==> src/rtl/mac_if.sv <==
// Operand/result handshake bundle for the pipelined multiply-accumulate block.
// The upstream side (operand source and result sink) uses the master modport.
interface mac_if #(
  parameter int DATA_W = 16,
  parameter int ACC_W  = 32
);
  logic              clear;
  logic              in_valid;
  logic              in_ready;
  logic              mode;
  logic              last;
  logic [DATA_W-1:0] a;
  logic [DATA_W-1:0] b;
  logic [ACC_W-1:0]  c;
  logic              out_valid;
  logic              out_ready;
  logic [ACC_W-1:0]  result;
  logic              sat;
  logic              sat_sticky;

  modport master (
    output clear, in_valid, mode, last, a, b, c, out_ready,
    input  in_ready, out_valid, result, sat, sat_sticky
  );

  modport slave (
    input  clear, in_valid, mode, last, a, b, c, out_ready,
    output in_ready, out_valid, result, sat, sat_sticky
  );
endinterface

==> src/rtl/mac_pipe.sv <==
// Two-stage signed multiply-add / multiply-accumulate pipeline with saturation.
// S1 holds the product and the operation controls, S2 holds the saturated
// result. Both stages move together whenever the output slot is free.
module mac_pipe #(
  parameter int DATA_W = 16,
  parameter int ACC_W  = 32
) (
  input  logic clk,
  input  logic rst_n,
  mac_if.slave bus
);
  localparam int PROD_W = 2 * DATA_W;
  localparam int SUM_W  = ACC_W + 1;

  // Stage 1 state
  logic              s1_valid_reg;
  logic [PROD_W-1:0] s1_prod_reg;
  logic [ACC_W-1:0]  s1_c_reg;
  logic              s1_mode_reg;
  logic              s1_last_reg;

  // Stage 2 / architectural state
  logic              out_valid_reg;
  logic [ACC_W-1:0]  result_reg;
  logic              sat_reg;
  logic [ACC_W-1:0]  acc_reg;
  logic              sticky_reg;

  // Combinational results computed from S1
  logic              advance;
  logic [ACC_W-1:0]  addend;
  logic [SUM_W-1:0]  prod_ext;
  logic [SUM_W-1:0]  sum_next;
  logic              ovf_next;
  logic [ACC_W-1:0]  result_next;

  logic signed [DATA_W-1:0] a_s;
  logic signed [DATA_W-1:0] b_s;
  logic signed [PROD_W-1:0] prod_s;

  // The whole pipeline moves only when the output register can take a value.
  assign advance     = !out_valid_reg || bus.out_ready;
  assign bus.in_ready = advance && !bus.clear;

  assign a_s    = bus.a;
  assign b_s    = bus.b;
  assign prod_s = a_s * b_s;

  // Sign-extend the product and choose the addend, add at one extra bit so
  // overflow shows up as disagreement between the top two sum bits.
  always_comb begin
    prod_ext    = {{(SUM_W - PROD_W){s1_prod_reg[PROD_W-1]}}, s1_prod_reg};
    addend      = s1_mode_reg ? acc_reg : s1_c_reg;
    sum_next    = prod_ext + {addend[ACC_W-1], addend};
    ovf_next    = sum_next[ACC_W] ^ sum_next[ACC_W-1];
    result_next = sum_next[ACC_W-1:0];
    if (ovf_next) begin
      result_next = sum_next[ACC_W] ? {1'b1, {(ACC_W-1){1'b0}}}
                                    : {1'b0, {(ACC_W-1){1'b1}}};
    end
  end

  // S1 valid: loads whether an operand set is being taken this advance.
  always_ff @(posedge clk or negedge rst_n) begin
    if (!rst_n) begin
      s1_valid_reg <= 1'b0;
    end else if (bus.clear) begin
      s1_valid_reg <= 1'b0;
    end else if (advance) begin
      s1_valid_reg <= bus.in_valid;
    end
  end

  // S1 data: meaningless while S1 is empty, so no reset is needed.
  always_ff @(posedge clk) begin
    if (advance) begin
      s1_prod_reg <= prod_s;
      s1_c_reg    <= bus.c;
      s1_mode_reg <= bus.mode;
      s1_last_reg <= bus.last;
    end
  end

  // S2, accumulator and sticky flag: the accumulator is written only when an
  // accumulate term lands in S2, so the next term in S1 always sees it.
  always_ff @(posedge clk or negedge rst_n) begin
    if (!rst_n) begin
      out_valid_reg <= 1'b0;
      result_reg    <= '0;
      sat_reg       <= 1'b0;
      acc_reg       <= '0;
      sticky_reg    <= 1'b0;
    end else if (bus.clear) begin
      out_valid_reg <= 1'b0;
      acc_reg       <= '0;
      sticky_reg    <= 1'b0;
    end else if (advance) begin
      out_valid_reg <= s1_valid_reg;
      if (s1_valid_reg) begin
        result_reg <= result_next;
        sat_reg    <= ovf_next;
        sticky_reg <= sticky_reg | ovf_next;
        if (s1_mode_reg) begin
          acc_reg <= s1_last_reg ? '0 : result_next;
        end
      end
    end
  end

  assign bus.out_valid  = out_valid_reg;
  assign bus.result     = result_reg;
  assign bus.sat        = sat_reg;
  assign bus.sat_sticky = sticky_reg;
endmodule

==> src/flat_wrapper.sv <==
// flat-port wrapper written by rule: the top's interface ports become plain ports
module mac_pipe_flat 
#(
  parameter int DATA_W = 16,
  parameter int ACC_W  = 32
)
  (clk, rst_n, bus_clear, bus_in_valid, bus_mode, bus_last, bus_a, bus_b, bus_c, bus_out_ready, bus_in_ready, bus_out_valid, bus_result, bus_sat, bus_sat_sticky);
  mac_if #(.DATA_W(DATA_W), .ACC_W(ACC_W)) bus_i ();
  input  logic clk;
  input  logic rst_n;
  input wire logic [$bits(bus_i.clear)-1:0] bus_clear;
  input wire logic [$bits(bus_i.in_valid)-1:0] bus_in_valid;
  input wire logic [$bits(bus_i.mode)-1:0] bus_mode;
  input wire logic [$bits(bus_i.last)-1:0] bus_last;
  input wire logic [$bits(bus_i.a)-1:0] bus_a;
  input wire logic [$bits(bus_i.b)-1:0] bus_b;
  input wire logic [$bits(bus_i.c)-1:0] bus_c;
  input wire logic [$bits(bus_i.out_ready)-1:0] bus_out_ready;
  output wire logic [$bits(bus_i.in_ready)-1:0] bus_in_ready;
  output wire logic [$bits(bus_i.out_valid)-1:0] bus_out_valid;
  output wire logic [$bits(bus_i.result)-1:0] bus_result;
  output wire logic [$bits(bus_i.sat)-1:0] bus_sat;
  output wire logic [$bits(bus_i.sat_sticky)-1:0] bus_sat_sticky;
  assign bus_i.clear = bus_clear;
  assign bus_i.in_valid = bus_in_valid;
  assign bus_i.mode = bus_mode;
  assign bus_i.last = bus_last;
  assign bus_i.a = bus_a;
  assign bus_i.b = bus_b;
  assign bus_i.c = bus_c;
  assign bus_i.out_ready = bus_out_ready;
  assign bus_in_ready = bus_i.in_ready;
  assign bus_out_valid = bus_i.out_valid;
  assign bus_result = bus_i.result;
  assign bus_sat = bus_i.sat;
  assign bus_sat_sticky = bus_i.sat_sticky;
  mac_pipe #(.DATA_W(DATA_W), .ACC_W(ACC_W)) u_core (.clk(clk), .rst_n(rst_n), .bus(bus_i));
endmodule
==> config.mk <==
export PLATFORM = sky130hd
export DESIGN_NAME = mac_pipe_flat
export DESIGN_NICKNAME = d
export VERILOG_FILES = /design/src/rtl/mac_if.sv /design/src/rtl/mac_pipe.sv /design/src/flat_wrapper.sv
export SDC_FILE = /design/constraint.sdc
export NUM_CORES = 1
export LEC_CHECK = 0
export BUFFER_PORTS_ARGS = -buffer_cell sky130_fd_sc_hd__buf_4
export CELL_PAD_IN_SITES_DETAIL_PLACEMENT = 1
export CELL_PAD_IN_SITES_GLOBAL_PLACEMENT = 2
export CORE_ASPECT_RATIO = 2
export CORE_MARGIN = 2
export CORE_UTILIZATION = 40
export DETAILED_ROUTE_END_ITERATION = 6
export PLACE_DENSITY_LB_ADDON = 0.2
export SYNTH_ARGS = -nofsm -noshare
export SYNTH_HDL_FRONTEND = slang
export SYNTH_SLANG_ARGS = --single-unit
==> constraint.sdc <==
create_clock -name clk -period 4.9 [get_ports clk]
set_input_delay 0.735 -clock clk [delete_from_list [all_inputs] [get_ports clk]]
set_output_delay 0.735 -clock clk [all_outputs]
set_load 0.005 [all_outputs]
Word level (Yosys, flattened, before mapping)
Index checks and enable logic that the tools add are counted.
{"block": "op_classes", "n_reduce_logical": 10, "muxes": 15, "bitwise": 3, "mul": 1, "addsub": 1}
{"op": "two-way mux 32 bit", "n": 8}
{"op": "adder 32 x 32 -> 33 bit", "n": 1}
{"op": "multiplier 16 x 16 -> 32 bit", "n": 1}
{"op": "two-way mux 1 bit", "n": 7}
{"op": "AND reduction 3 bit", "n": 2}
{"op": "nonzero test 2 bit", "n": 3}
{"op": "logical NOT 1 bit", "n": 2}
{"op": "AND reduction 2 bit", "n": 1}
{"op": "logical AND 1 bit", "n": 1}
{"op": "logical OR 1 bit", "n": 1}
{"op": "NOT 1 bit", "n": 1}
{"op": "OR 1 bit", "n": 1}
{"op": "bitwise XOR 1 bit", "n": 1}
{"block": "totals", "ff_bits": 134, "input_bits": 71, "wordCells": 40}

Depth between registers and ports, before layout
{"block": "depth", "ltp_word": 9, "ltp_mapped": 23, "mapped_depth_nobuf": 22}

Worst setup path before layout
OpenSTA, ideal clock, no wires.
{"block": "synth_path", "path_type": "input-to-reg", "startpoint": "input port bus_a[11]", "endpoint": "register u_core.s1_prod_reg[31] (data pin)", "path_buffers": 1, "path_stages": 21, "path_slack_ps": -1613, "arrival_ps": 6253, "cell_sequence": "clkbuf_1 nand2_1 fa_1 fa_1 fa_1 inv_1 fa_1 fa_1 inv_1 fa_1 inv_1 ha_1 and4_4 and3_1 a21o_1 o21ba_2 o2111a_1 or2_1 a211o_1 a21oi_2 xnor2_1"}
{"block": "synth_via", "elab_chain_len": 1}
{"element": "from (decl)", "line": "flat_wrapper.sv:15", "text": "input wire logic [$bits(bus_i.a)-1:0] bus_a;"}
{"element": "multiplier 16 x 16 -> 32 bit", "line": "mac_pipe.sv:47", "text": "assign prod_s = a_s * b_s;"}
{"element": "net u_core.prod_s[31]", "line": "mac_pipe.sv:39", "text": "logic signed [PROD_W-1:0] prod_s;"}
{"element": "to (signal assigned)", "line": "mac_pipe.sv:77", "text": "s1_prod_reg <= prod_s;"}
{"element": "to (decl)", "line": "mac_pipe.sv:17", "text": "logic [PROD_W-1:0] s1_prod_reg;"}
The timed path passes the listed nets, and every way through them passes these cells.
A chain may end at the register's enable or synchronous reset.

Worst setup path after layout
{"block": "layout_path", "startpoint": "input port bus_a[8]", "endpoint": "register u_core.s1_prod_reg[31] (data pin)"}
The elaborated chain is that of the path after synthesis.

==> run metrics <==
Final Cell Area=20,400 µm²; clk sink count=~130; initial antenna violation count=0; final hold vios=0; Core Region=41,000 µm²; DRT Pass-1 Iters=4; Iteration-0 DRC Markers=280; Max clock buf depth=2; vias per cell=5.07; DR WL/cell=19.1 µm; CTS tree=done; main combinational cell family by area after synthesis=adder cells; compound-gate portion of the synthesized area=0.0948; crit path max-delay cell type=fa_1; largest fanout on the critical path=6; dominant synthesized flop cell=dfrtp_1; total gr overflow=0; CP required=5.08 ns; crit path capture type=flop; slowest cell delay on critical path=0.56 ns; XOR/XNOR share of the synthesized area=0.0327; portion of netlist area occupied by mux cells=0.0326; Final Max Tran Viols=0; port buffer count=106; CP arrival=6.22 ns; Post-Synth Adder-Cell Area=0.403; layout cell share with drive strength beyond 1=0.243; clk_skew=0.0101 ns; period utilization=1.23; area of placed instances=just under 20,000 µm²; total wire length=47,000 µm; EDFF count, synth=66; Post-Synth Simple-Gate Area=0.131; Fmax achieved=0.166 GHz; Inst Count DP=approximately 2,400; final setup vio count=20; area taken by multi-input logic gates=11,900 µm²; DR DRC count=0; Die ar.=43,300 µm²; Slew headroom=0.338; Final ANT Viol Nets=0; Clock Latency Late Sink=0.43 ns; Final Worst Setup Slack=-1.14 ns; ys async rst share=0.507; Ant. Diodes=0; Total Nets Final=2,355; H-tree Lvls=4; Chip Height=about 300 µm; Min-Delay Path Class=input port to asynchronous set/reset pin; crit path launch type=input port; RSZ-0062 raised after global routing=true; Synth area leaders=fa_1, edfxtp_1, dfrtp_1; crit-path cells=buf_12, and2_4, fa_1, inv_2, fa_2, fa_2, inv_2, fa_2, fa_1, inv_1, fa_1, inv_2, ha_4, and4_4, and3_4, a21o_1, o21ba_4, o2111a_2, or2_4, a211o_1, a21oi_2, xnor2_1; status=complete, but fails checks; TritonCTS Buffers=17; die width=148 µm; Yosys top cell area share=0.317; total number of vias=12,500; CTS root buf=clkbuf_16; failing checks=setup timing; CP Buf/Inv Count=5; maxcap violations=0; Yosys cell types=75; register area share after synthesis=0.222; WS Path Type=input port to flop; largest net degree at the start of global routing=69; sequential standard cell area=3680 µm²; # IOs=107; FF+latch count, synth=134; Synth area leader=fa_1; synth warn=0; Syn Nets=2,107; fillcell total=4,610; delay-heaviest family, CP=adder cells; minimum clock period=6.04 ns; Avg Cell Area, Syn=10.0 µm²; first-pass GRT wire length=roughly 76,000 µm; final cell count without fillers=2,455; Post-Synthesis Cells=1,659; commonest non-fill, non-tap cell in the layout=inv_1; setup TNS=-16.23 ns; Area Overhead vs Synth=22.9%; gpl congestion=0.860; Mapped Area=16,600 µm²; initial core utilization=0.405; vias in the first global route=roughly 15,000; number of cell rows=105; Slew @ Worst Pin=slightly below 1 ns; HPWL after detailed placement=40,800 µm; GRT Overall Usage=0.226; Reg clk slew, reported paths=0.06 ns; highest-count cells in the layout ignoring fill and taps=inv_1, fa_1, buf_4
==> final cells by class <==
| class | instances | share of cell area |
|---|---|---|
| multi-input cells | 1164 | 0.582 |
| flip-flops and latches | 134 | 0.180 |
| well taps | 535 | 0.0328 |
| repair buffers | 289 | 0.120 |
| clock buffers | 22 | 0.0249 |
| inverters | 301 | 0.0553 |
| clock inverters | 10 | 0.00441 |
==> worst reg2reg max path, delay by kind of cell (launching register included) <==
family                     cells  cell delay (ns)
DFF                            1             0.74
AOI/OAI and AO/OA              5             1.83
and+or+nand+nor                3             0.59
muxes                          2             0.64
adders and majority gates      1             0.35
buffers and inverters          1             0.23
==> path summary, 6_finish.rpt <==
check / from / to / slack [ns] / cells after the start
hold reg to reg: u_core.acc_reg[28]$_DFFE_PN0P_ / u_core.acc_reg[28]$_DFFE_PN0P_ / 0.48 / 2
max in group asynchronous: rst_n / u_core.acc_reg[8]$_DFFE_PN0P_ / 3.85 / 1
setup reg to reg: u_core.s1_mode_reg$_DFFE_PN_ / u_core.bus.result[10]$_DFFE_PN0P_ / 0.46 / 12
hold / removal: rst_n / u_core.bus.result[26]$_DFFE_PN0P_ / 0.40 / 1
setup / recovery: bus_a[8] / u_core.s1_prod_reg[31]$_DFFE_PN_ / -1.14 / 22
min in group clk: bus_last / u_core.s1_last_reg$_DFFE_PN_ / 0.48 / 1
==> repair_timing <==
| item | CTS | global route |
|---|---|---|
| setup endpoints to repair | 22 | 23 |
| pin swaps | 46 | 68 |
| buffers inserted | 6 | 12 |
| hold endpoints to repair | 0 | 0 |
| resized for setup | 39 | 72 |
| hold buffers | 0 | 0 |
==> metal layers <==
metal	routed length [µm]	global-route usage
met2	28500	0.474
met1	15900	0.217
met5	0	0
met4	1860	0.0911
met3	763	0.0164
==> synthesized netlist by cell type (5+ instances only) <==
| cell | number |
|---|---|
| a211oi_1 | 5 |
| a21o_1 | 33 |
| a21oi_1 | 54 |
| a22o_1 | 14 |
| and2_1 | 131 |
| buf_6 | 5 |
| clkbuf_1 | 49 |
| dfrtp_1 | 68 |
| edfxtp_1 | 66 |
| fa_1 | 263 |
| ha_1 | 114 |
| inv_1 | 301 |
| mux2_2 | 45 |
| nand2_1 | 192 |
| nand2b_1 | 9 |
| nand3_1 | 16 |
| nand4_1 | 7 |
| nor2_1 | 55 |
| nor2b_1 | 8 |
| o211ai_1 | 5 |
| o21ai_0 | 54 |
| o21bai_1 | 11 |
| xnor2_1 | 44 |
| xor2_1 | 18 |
==> kinds of logic (layout without fill, tap and decap cells) <==
group	after synthesis	in the layout
flops	134	134
fa+ha+maj	377	377
mux	48	48
simple gates	447	447
compound gates	230	230
buf+inv	361	622
xor+xnor	62	62
==> through the flow <==
stage	hold WS [ns]	worst slack, ns	util
after floorplan	0.439	-1.37	-
after global placement	0.457	-1.67	0.471
after detailed placement	0.468	-1.79	0.471
after CTS	0.431	-1.18	0.490
after global routing	0.461	-1.33	0.498
final	0.398	-1.14	0.498
Power is not shown: default switching activity piles up to over one toggle a cycle in this logic, so the estimate is an artifact.
